$ cat config.mk
export PLATFORM = sky130hd
export DESIGN_NAME = seg7_display_scheduler
export DESIGN_NICKNAME = d
export VERILOG_FILES = /design/src/rtl/seg7_pkg.sv /design/src/rtl/hex_to_seg7.sv /design/src/rtl/seg7_display_scheduler.sv
export SDC_FILE = /design/constraint.sdc
export NUM_CORES = 1
export LEC_CHECK = 0
export ABC_AREA = 0
export CAP_MARGIN = 20
export CORE_ASPECT_RATIO = 0.7
export CORE_MARGIN = 2
export CORE_UTILIZATION = 40
export CTS_CLUSTER_SIZE = 10
export DETAILED_ROUTE_END_ITERATION = 6
export GPL_TIMING_DRIVEN = 0
export SLEW_MARGIN = 20
export SYNTH_ARGS = -nofsm -noshare
export SYNTH_HDL_FRONTEND = slang
export SYNTH_SLANG_ARGS = --single-unit
$ cat constraint.sdc
create_clock -name clock_100Mhz -period 3 [get_ports clock_100Mhz]
set_input_delay 0.3 -clock clock_100Mhz [delete_from_list [all_inputs] [get_ports clock_100Mhz]]
set_output_delay 0.3 -clock clock_100Mhz [all_outputs]
set_load 0.01 [all_outputs]
$ cat src/rtl/seg7_pkg.sv
// rtl/seg7_pkg.sv - shared segment patterns, anode selects and scheduler state type
package seg7_pkg;

    typedef enum logic [1:0] {
        IDLE   = 2'd0,
        RESULT = 2'd1,
        ALERT  = 2'd2
    } state_t;

    // Active-low cathodes, {a,b,c,d,e,f,g} with a in the MSB
    localparam logic [6:0] SEG_0     = 7'b0000001;
    localparam logic [6:0] SEG_1     = 7'b1001111;
    localparam logic [6:0] SEG_2     = 7'b0010010;
    localparam logic [6:0] SEG_3     = 7'b0000110;
    localparam logic [6:0] SEG_4     = 7'b1001100;
    localparam logic [6:0] SEG_5     = 7'b0100100;
    localparam logic [6:0] SEG_6     = 7'b0100000;
    localparam logic [6:0] SEG_7     = 7'b0001111;
    localparam logic [6:0] SEG_8     = 7'b0000000;
    localparam logic [6:0] SEG_9     = 7'b0000100;
    localparam logic [6:0] SEG_A     = 7'b0001000;
    localparam logic [6:0] SEG_B     = 7'b1100000;
    localparam logic [6:0] SEG_C     = 7'b0110001;
    localparam logic [6:0] SEG_D     = 7'b1000010;
    localparam logic [6:0] SEG_E     = 7'b0110000;
    localparam logic [6:0] SEG_F     = 7'b0111000;
    localparam logic [6:0] SEG_DASH  = 7'b1111110;
    localparam logic [6:0] SEG_BLANK = 7'b1111111;

    localparam logic [3:0] AN_DIG0 = 4'b1110;
    localparam logic [3:0] AN_DIG1 = 4'b1101;
    localparam logic [3:0] AN_DIG2 = 4'b1011;
    localparam logic [3:0] AN_DIG3 = 4'b0111;
    localparam logic [3:0] AN_OFF  = 4'b1111;

    function automatic logic [3:0] anode_sel(input logic [1:0] idx);
        logic [3:0] an;
        case (idx)
            2'd0:    an = AN_DIG0;
            2'd1:    an = AN_DIG1;
            2'd2:    an = AN_DIG2;
            default: an = AN_DIG3;
        endcase
        return an;
    endfunction

endpackage

$ cat src/rtl/hex_to_seg7.sv
// rtl/hex_to_seg7.sv - hex nibble to active-low 7-segment cathode pattern
module hex_to_seg7
    import seg7_pkg::*;
(
    input  logic [3:0] nibble,
    output logic [6:0] seg
);

    always_comb begin
        case (nibble)
            4'h0:    seg = SEG_0;
            4'h1:    seg = SEG_1;
            4'h2:    seg = SEG_2;
            4'h3:    seg = SEG_3;
            4'h4:    seg = SEG_4;
            4'h5:    seg = SEG_5;
            4'h6:    seg = SEG_6;
            4'h7:    seg = SEG_7;
            4'h8:    seg = SEG_8;
            4'h9:    seg = SEG_9;
            4'hA:    seg = SEG_A;
            4'hB:    seg = SEG_B;
            4'hC:    seg = SEG_C;
            4'hD:    seg = SEG_D;
            4'hE:    seg = SEG_E;
            default: seg = SEG_F;
        endcase
    end

endmodule

$ cat src/rtl/seg7_display_scheduler.sv
// rtl/seg7_display_scheduler.sv - 4-digit scan controller arbitrating result and alert sources
module seg7_display_scheduler
    import seg7_pkg::*;
#(
    parameter int REFRESH_DIV = 100000,
    parameter int HOLD_FRAMES = 250
) (
    input  logic        clock_100Mhz,
    input  logic        reset,
    input  logic        res_valid,
    input  logic [15:0] res_data,
    input  logic [3:0]  res_blank,
    input  logic        alert_req,
    input  logic [15:0] alert_data,
    output logic        alert_ack,
    output logic [3:0]  Anode_Activate,
    output logic [6:0]  LED_out,
    output logic        dp,
    output logic        frame_tick,
    output logic        showing_alert
);

    localparam int PW = (REFRESH_DIV > 1) ? $clog2(REFRESH_DIV) : 1;
    localparam int HW = (HOLD_FRAMES > 0) ? $clog2(HOLD_FRAMES + 1) : 1;
    localparam logic [PW-1:0] PRE_LAST  = PW'(REFRESH_DIV - 1);
    localparam logic [HW-1:0] HOLD_LOAD = HW'(HOLD_FRAMES);
    localparam logic [HW-1:0] HOLD_ONE  = HW'(1);

    logic [PW-1:0] prescaler, nxt_pre;
    logic [1:0]    idx, nxt_idx;
    state_t        state, nxt_state;
    logic [HW-1:0] hold, nxt_hold;
    logic [15:0]   shadow_data, nxt_data;
    logic [3:0]    shadow_blank, nxt_blank;
    logic          slot_end, boundary, accept;

    logic [3:0]    nibble;
    logic [6:0]    hex_seg;
    logic [3:0]    an_d;
    logic [6:0]    led_d;
    logic          dp_d;

    assign slot_end = (prescaler == PRE_LAST);
    assign boundary = slot_end && (idx == 2'd3);

    // Arbitration happens only on the frame boundary so a frame is never torn
    always_comb begin
        nxt_pre   = slot_end ? '0 : prescaler + 1'b1;
        nxt_idx   = slot_end ? idx + 2'd1 : idx;
        nxt_state = state;
        nxt_hold  = hold;
        nxt_data  = shadow_data;
        nxt_blank = shadow_blank;
        accept    = 1'b0;
        if (boundary) begin
            if (state == ALERT && hold > HOLD_ONE) begin
                nxt_hold = hold - 1'b1;
            end else if (alert_req) begin
                accept    = 1'b1;
                nxt_state = ALERT;
                nxt_hold  = HOLD_LOAD;
                nxt_data  = alert_data;
                nxt_blank = '0;
            end else if (res_valid) begin
                nxt_state = RESULT;
                nxt_hold  = '0;
                nxt_data  = res_data;
                nxt_blank = res_blank;
            end else begin
                nxt_state = IDLE;
                nxt_hold  = '0;
            end
        end
    end

    // Outputs are decoded from next-state values so they land one cycle after the decision
    assign nibble = nxt_data[{nxt_idx, 2'b00} +: 4];

    hex_to_seg7 u_hex_to_seg7 (
        .nibble (nibble),
        .seg    (hex_seg)
    );

    always_comb begin
        an_d  = anode_sel(nxt_idx);
        led_d = hex_seg;
        dp_d  = 1'b1;
        case (nxt_state)
            IDLE: begin
                led_d = SEG_DASH;
            end
            RESULT: begin
                if (nxt_blank[nxt_idx]) begin
                    an_d  = AN_OFF;
                    led_d = SEG_BLANK;
                end
            end
            ALERT: begin
                dp_d = (nxt_idx != 2'd3);
            end
            default: begin
                led_d = SEG_DASH;
            end
        endcase
    end

    always_ff @(posedge clock_100Mhz or negedge reset) begin
        if (!reset) begin
            prescaler      <= '0;
            idx            <= 2'd0;
            state          <= IDLE;
            hold           <= '0;
            shadow_data    <= '0;
            shadow_blank   <= '0;
            Anode_Activate <= AN_DIG0;
            LED_out        <= SEG_DASH;
            dp             <= 1'b1;
            alert_ack      <= 1'b0;
            frame_tick     <= 1'b0;
            showing_alert  <= 1'b0;
        end else begin
            prescaler      <= nxt_pre;
            idx            <= nxt_idx;
            state          <= nxt_state;
            hold           <= nxt_hold;
            shadow_data    <= nxt_data;
            shadow_blank   <= nxt_blank;
            Anode_Activate <= an_d;
            LED_out        <= led_d;
            dp             <= dp_d;
            alert_ack      <= accept;
            frame_tick     <= boundary;
            showing_alert  <= (nxt_state == ALERT);
        end
    end

endmodule
==> flow_metrics.env <==
export IMPL_synthMuxAreaShare_pct=4.65
export IMPL_area_growth_synth_to_final_pct=53.4
export IMPL_cp_max_fo=6
export IMPL_clock_path_buffers=2
export IMPL_synth_edf_count=0
export IMPL_finalSetupViolCount=7
export IMPL_p_leak_nw=2.41
export IMPL_cts_root_buffer="clkbuf_16"
export IMPL_grt_pass1_wl_um=19200
export IMPL_first_iter_violations=359
export IMPL_synth_distinct_cells=68
export IMPL_worstSetupPathType="register to register"
export IMPL_clkTransAtPathRegs_ns=0.05
export IMPL_multi_input_area_sq_mm=0.00253
export IMPL_dp_cells=579
export IMPL_initial_core_util_pct=41.7
export IMPL_violations="negative setup slack"
export IMPL_rsz0062_at_grt="true"
export IMPL_vias=3794
export IMPL_tightest_slew_ns=0.656
export IMPL_portBuffers=54
export IMPL_synth_fa_ha_area_share_pct=4.25
export IMPL_h_tree_depth=3
export IMPL_num_rows=29
export IMPL_diodes=0
export IMPL_hold_viol=0
export IMPL_ios=55
export IMPL_clock_fmax_ghz=0.322
export IMPL_nNetsFinal=577
export IMPL_slew_limit_headroom_pct=56.2
export IMPL_worstSkewPairLatency_ns=0.33
export IMPL_ys_warnings_count=0
export IMPL_synth_area_per_cell_sq_um=9.56
export IMPL_grt_use_total_pct=24.0
export IMPL_antenna_found_initial=0
export IMPL_required_ns=3.25
export IMPL_rr_startpoint="prescaler[13]$_DFF_PN0_"
export IMPL_via_per_inst=5.81
export IMPL_synth_area_leaders="dfrtp_1 (35%), dfstp_2 (6.9%), ha_1 (4.3%), nand2_1 (4.2%), o21ai_0 (3.3%)"
export IMPL_post_route_util_pct=63.9
export IMPL_total_power_w=0.00215
export IMPL_grt_ovfl_total=0
export IMPL_synth_top_area_share_pct=35.3
export IMPL_syn_inst=400
export IMPL_ys_seq_elements=64
export IMPL_layout_commonest_cell="clkdlybuf4s50_1"
export IMPL_cts_tree="yes"
export IMPL_setup_slack_ns=-0.101
export IMPL_synth_top_family_by_area="simple AND/OR/NAND/NOR gates"
export IMPL_wl_per_cell_um=19.3
export IMPL_min_period_ns=3.10
export IMPL_core_sq_mm=0.00918
export IMPL_grt_start_max_net_pins=40
export IMPL_finalNonFillerCells=653
export IMPL_final_cell_mix="clkdlybuf4s50_1 (53), dfrtp_1 (51), buf_4 (50)"
export IMPL_antenna_left=0
export IMPL_seq_area_sq_mm=0.00162
export IMPL_fin_area_sq_mm=0.00587
export IMPL_startpoint_type="register"
export IMPL_irDropWorstVdd_mv=0.287
export IMPL_place_area_sq_mm=0.00459
export IMPL_netlist_area_sq_mm=0.00382
export IMPL_die_area_sq_mm=0.0104
export IMPL_place_gp_congestion=0.929
export IMPL_chipWidth_um=121
export IMPL_report_final_slew_viol_count=0
export IMPL_synthArstFlopShare_pct=100
export IMPL_maxCapViolations=0
export IMPL_dpl_hpwl_um=7770
export IMPL_synth_seq_area_share_pct=42.2
export IMPL_status="complete, but fails checks"
export IMPL_hp_class="input port to asynchronous set/reset pin"
export IMPL_num_fill_cells=735
export IMPL_cp_end_kind="register"
export IMPL_cts_buffers=9
export IMPL_timing_rr_end="LED_out[2]$_DFF_PN1_"
export IMPL_p_per_area_mw_per_mm2=367
export IMPL_timing_hold_ws_ns=0.416
export IMPL_fp_dieH_um=85.8
export IMPL_critPathArrivalTime_ns=3.35
export IMPL_synth_area_leader_cell="dfrtp_1"
export IMPL_synth_xor_area_share_pct=3.43
export IMPL_yosys_area_share_simple_pct=21.9
export IMPL_synth_top_flop_cell="dfrtp_1"
export IMPL_drc=0
export IMPL_grt_pass1_vias=3657
export IMPL_period_share_pct=103
export IMPL_wirelength_um=12600
export IMPL_synth_nets=453
export IMPL_worstRegToRegCells=12
export IMPL_synth_compound_area_share_pct=19.2
export IMPL_drive_gt1_share_pct=35.0
export IMPL_first_pass_iters=5
export IMPL_clock_sinks=64
export IMPL_reg2reg_slack_ns=-0.10
export IMPL_skew_ns=0.00429
==> metal layers <==
layer / vias up / global-route usage, % / share of wire, %
met5: - / 0 / 0
met3: 29 / 5.72 / 7.1
met2: 169 / 36.1 / 45
met4: 0 / 6.45 / 2.0
li1: 1720 / - / -
met1: 1876 / 34.8 / 46
==> flip-flops by register name, indices dropped and copies added, names as in the netlist <==
signal / count
Anode_Activate: 4
alert_ack: 1
state: 2
idx: 2
shadow_data: 16
prescaler: 17
dp: 1
showing_alert: 1
frame_tick: 1
shadow_blank: 4
hold: 8
LED_out: 7
==> worst max path at each step <==
stage | startpoint | end | slack, ns | cells after the start
floorplan | hold[0]$_DFFE_PN0N_ | LED_out[3]$_DFF_PN1_ | 0.01 | 15
global placement | alert_req | LED_out[1]$_DFF_PN1_ | -0.95 | 12
detailed placement | alert_req | LED_out[1]$_DFF_PN1_ | -1.07 | 12
CTS | hold[0]$_DFFE_PN0N_ | LED_out[2]$_DFF_PN1_ | -0.10 | 14
global route | prescaler[13]$_DFF_PN0_ | LED_out[2]$_DFF_PN1_ | -0.18 | 12
finish | prescaler[13]$_DFF_PN0_ | LED_out[2]$_DFF_PN1_ | -0.10 | 12
==> layout make-up <==
type                       count  share of cell area (%)
buffer                        19                    2.41
inverter                      17                    1.24
multi-input combinational    299                    43.1
timing repair buffer         114                    17.8
tap                          124                    2.64
clock inverter                 4                    1.19
sequential                    64                    27.6
clock buffer                  12                    4.03
==> through the flow <==
stage / worst slack [ns] / TNS [ns]
finish: -0.101 / -0.387
global route: -0.180 / -1.09
CTS: -0.104 / -0.617
detailed placement: -1.07 / -9.14
global placement: -0.954 / -42.89
floorplan: 0.0137 / 0
==> cells in the mapped netlist (3+ instances only) <==
cell / count
a21oi_1: 8
a221o_1: 4
a22oi_1: 6
a2bb2oi_1: 6
a31oi_1: 3
and2_1: 3
and3_1: 4
buf_1: 5
buf_2: 5
clkbuf_1: 8
dfrtp_1: 54
dfstp_2: 10
ha_1: 13
inv_1: 16
mux2_2: 6
mux2i_1: 11
nand2_1: 43
nand2b_1: 8
nand3_1: 13
nand4_1: 9
nor2_1: 25
nor2b_1: 8
nor3_1: 7
nor3_2: 3
nor4_1: 6
o211a_1: 3
o21ai_0: 25
o22ai_1: 9
o31a_1: 4
o41a_1: 3
o41ai_1: 3
or2_2: 4
or3_1: 4
or4_1: 5
xnor2_1: 8
xor2_1: 7
==> kinds of logic after synthesis <==
group | after synthesis
compound gates | 100
xor+xnor | 15
fa+ha+maj | 13
buf+inv | 38
flops | 64
mux | 17
simple gates | 153
==> critical path: stages (launching register included) <==
cell and delay, ns:
dfrtp_2 0.44, nor4b_4 0.25, buf_4 0.19, and4_4 0.32, buf_8 0.13, buf_4 0.11, mux2i_4 0.28, o22a_1 0.19
o211a_4 0.24, inv_6 0.07, ha_4 0.15, or4_4 0.54, o311ai_2 0.08
==> power breakdown <==
group          switching, W  internal (W)
Clock              0.000377      0.000725
Sequential       0.00000271      0.000869
Combinational     0.0000850     0.0000930
Total              0.000465       0.00169
==> timing repair <==
action / in CTS / in global routing
buffers inserted: 43 / 14
cloned: 2 / 0
pin swaps: 25 / 25
hold buffers: 1 / 0
gates resized for setup: 70 / 45
endpoints found under the setup margin: 11 / 11
endpoints found under the hold margin: 25 / 0
Power figures use the tool's default switching activity.
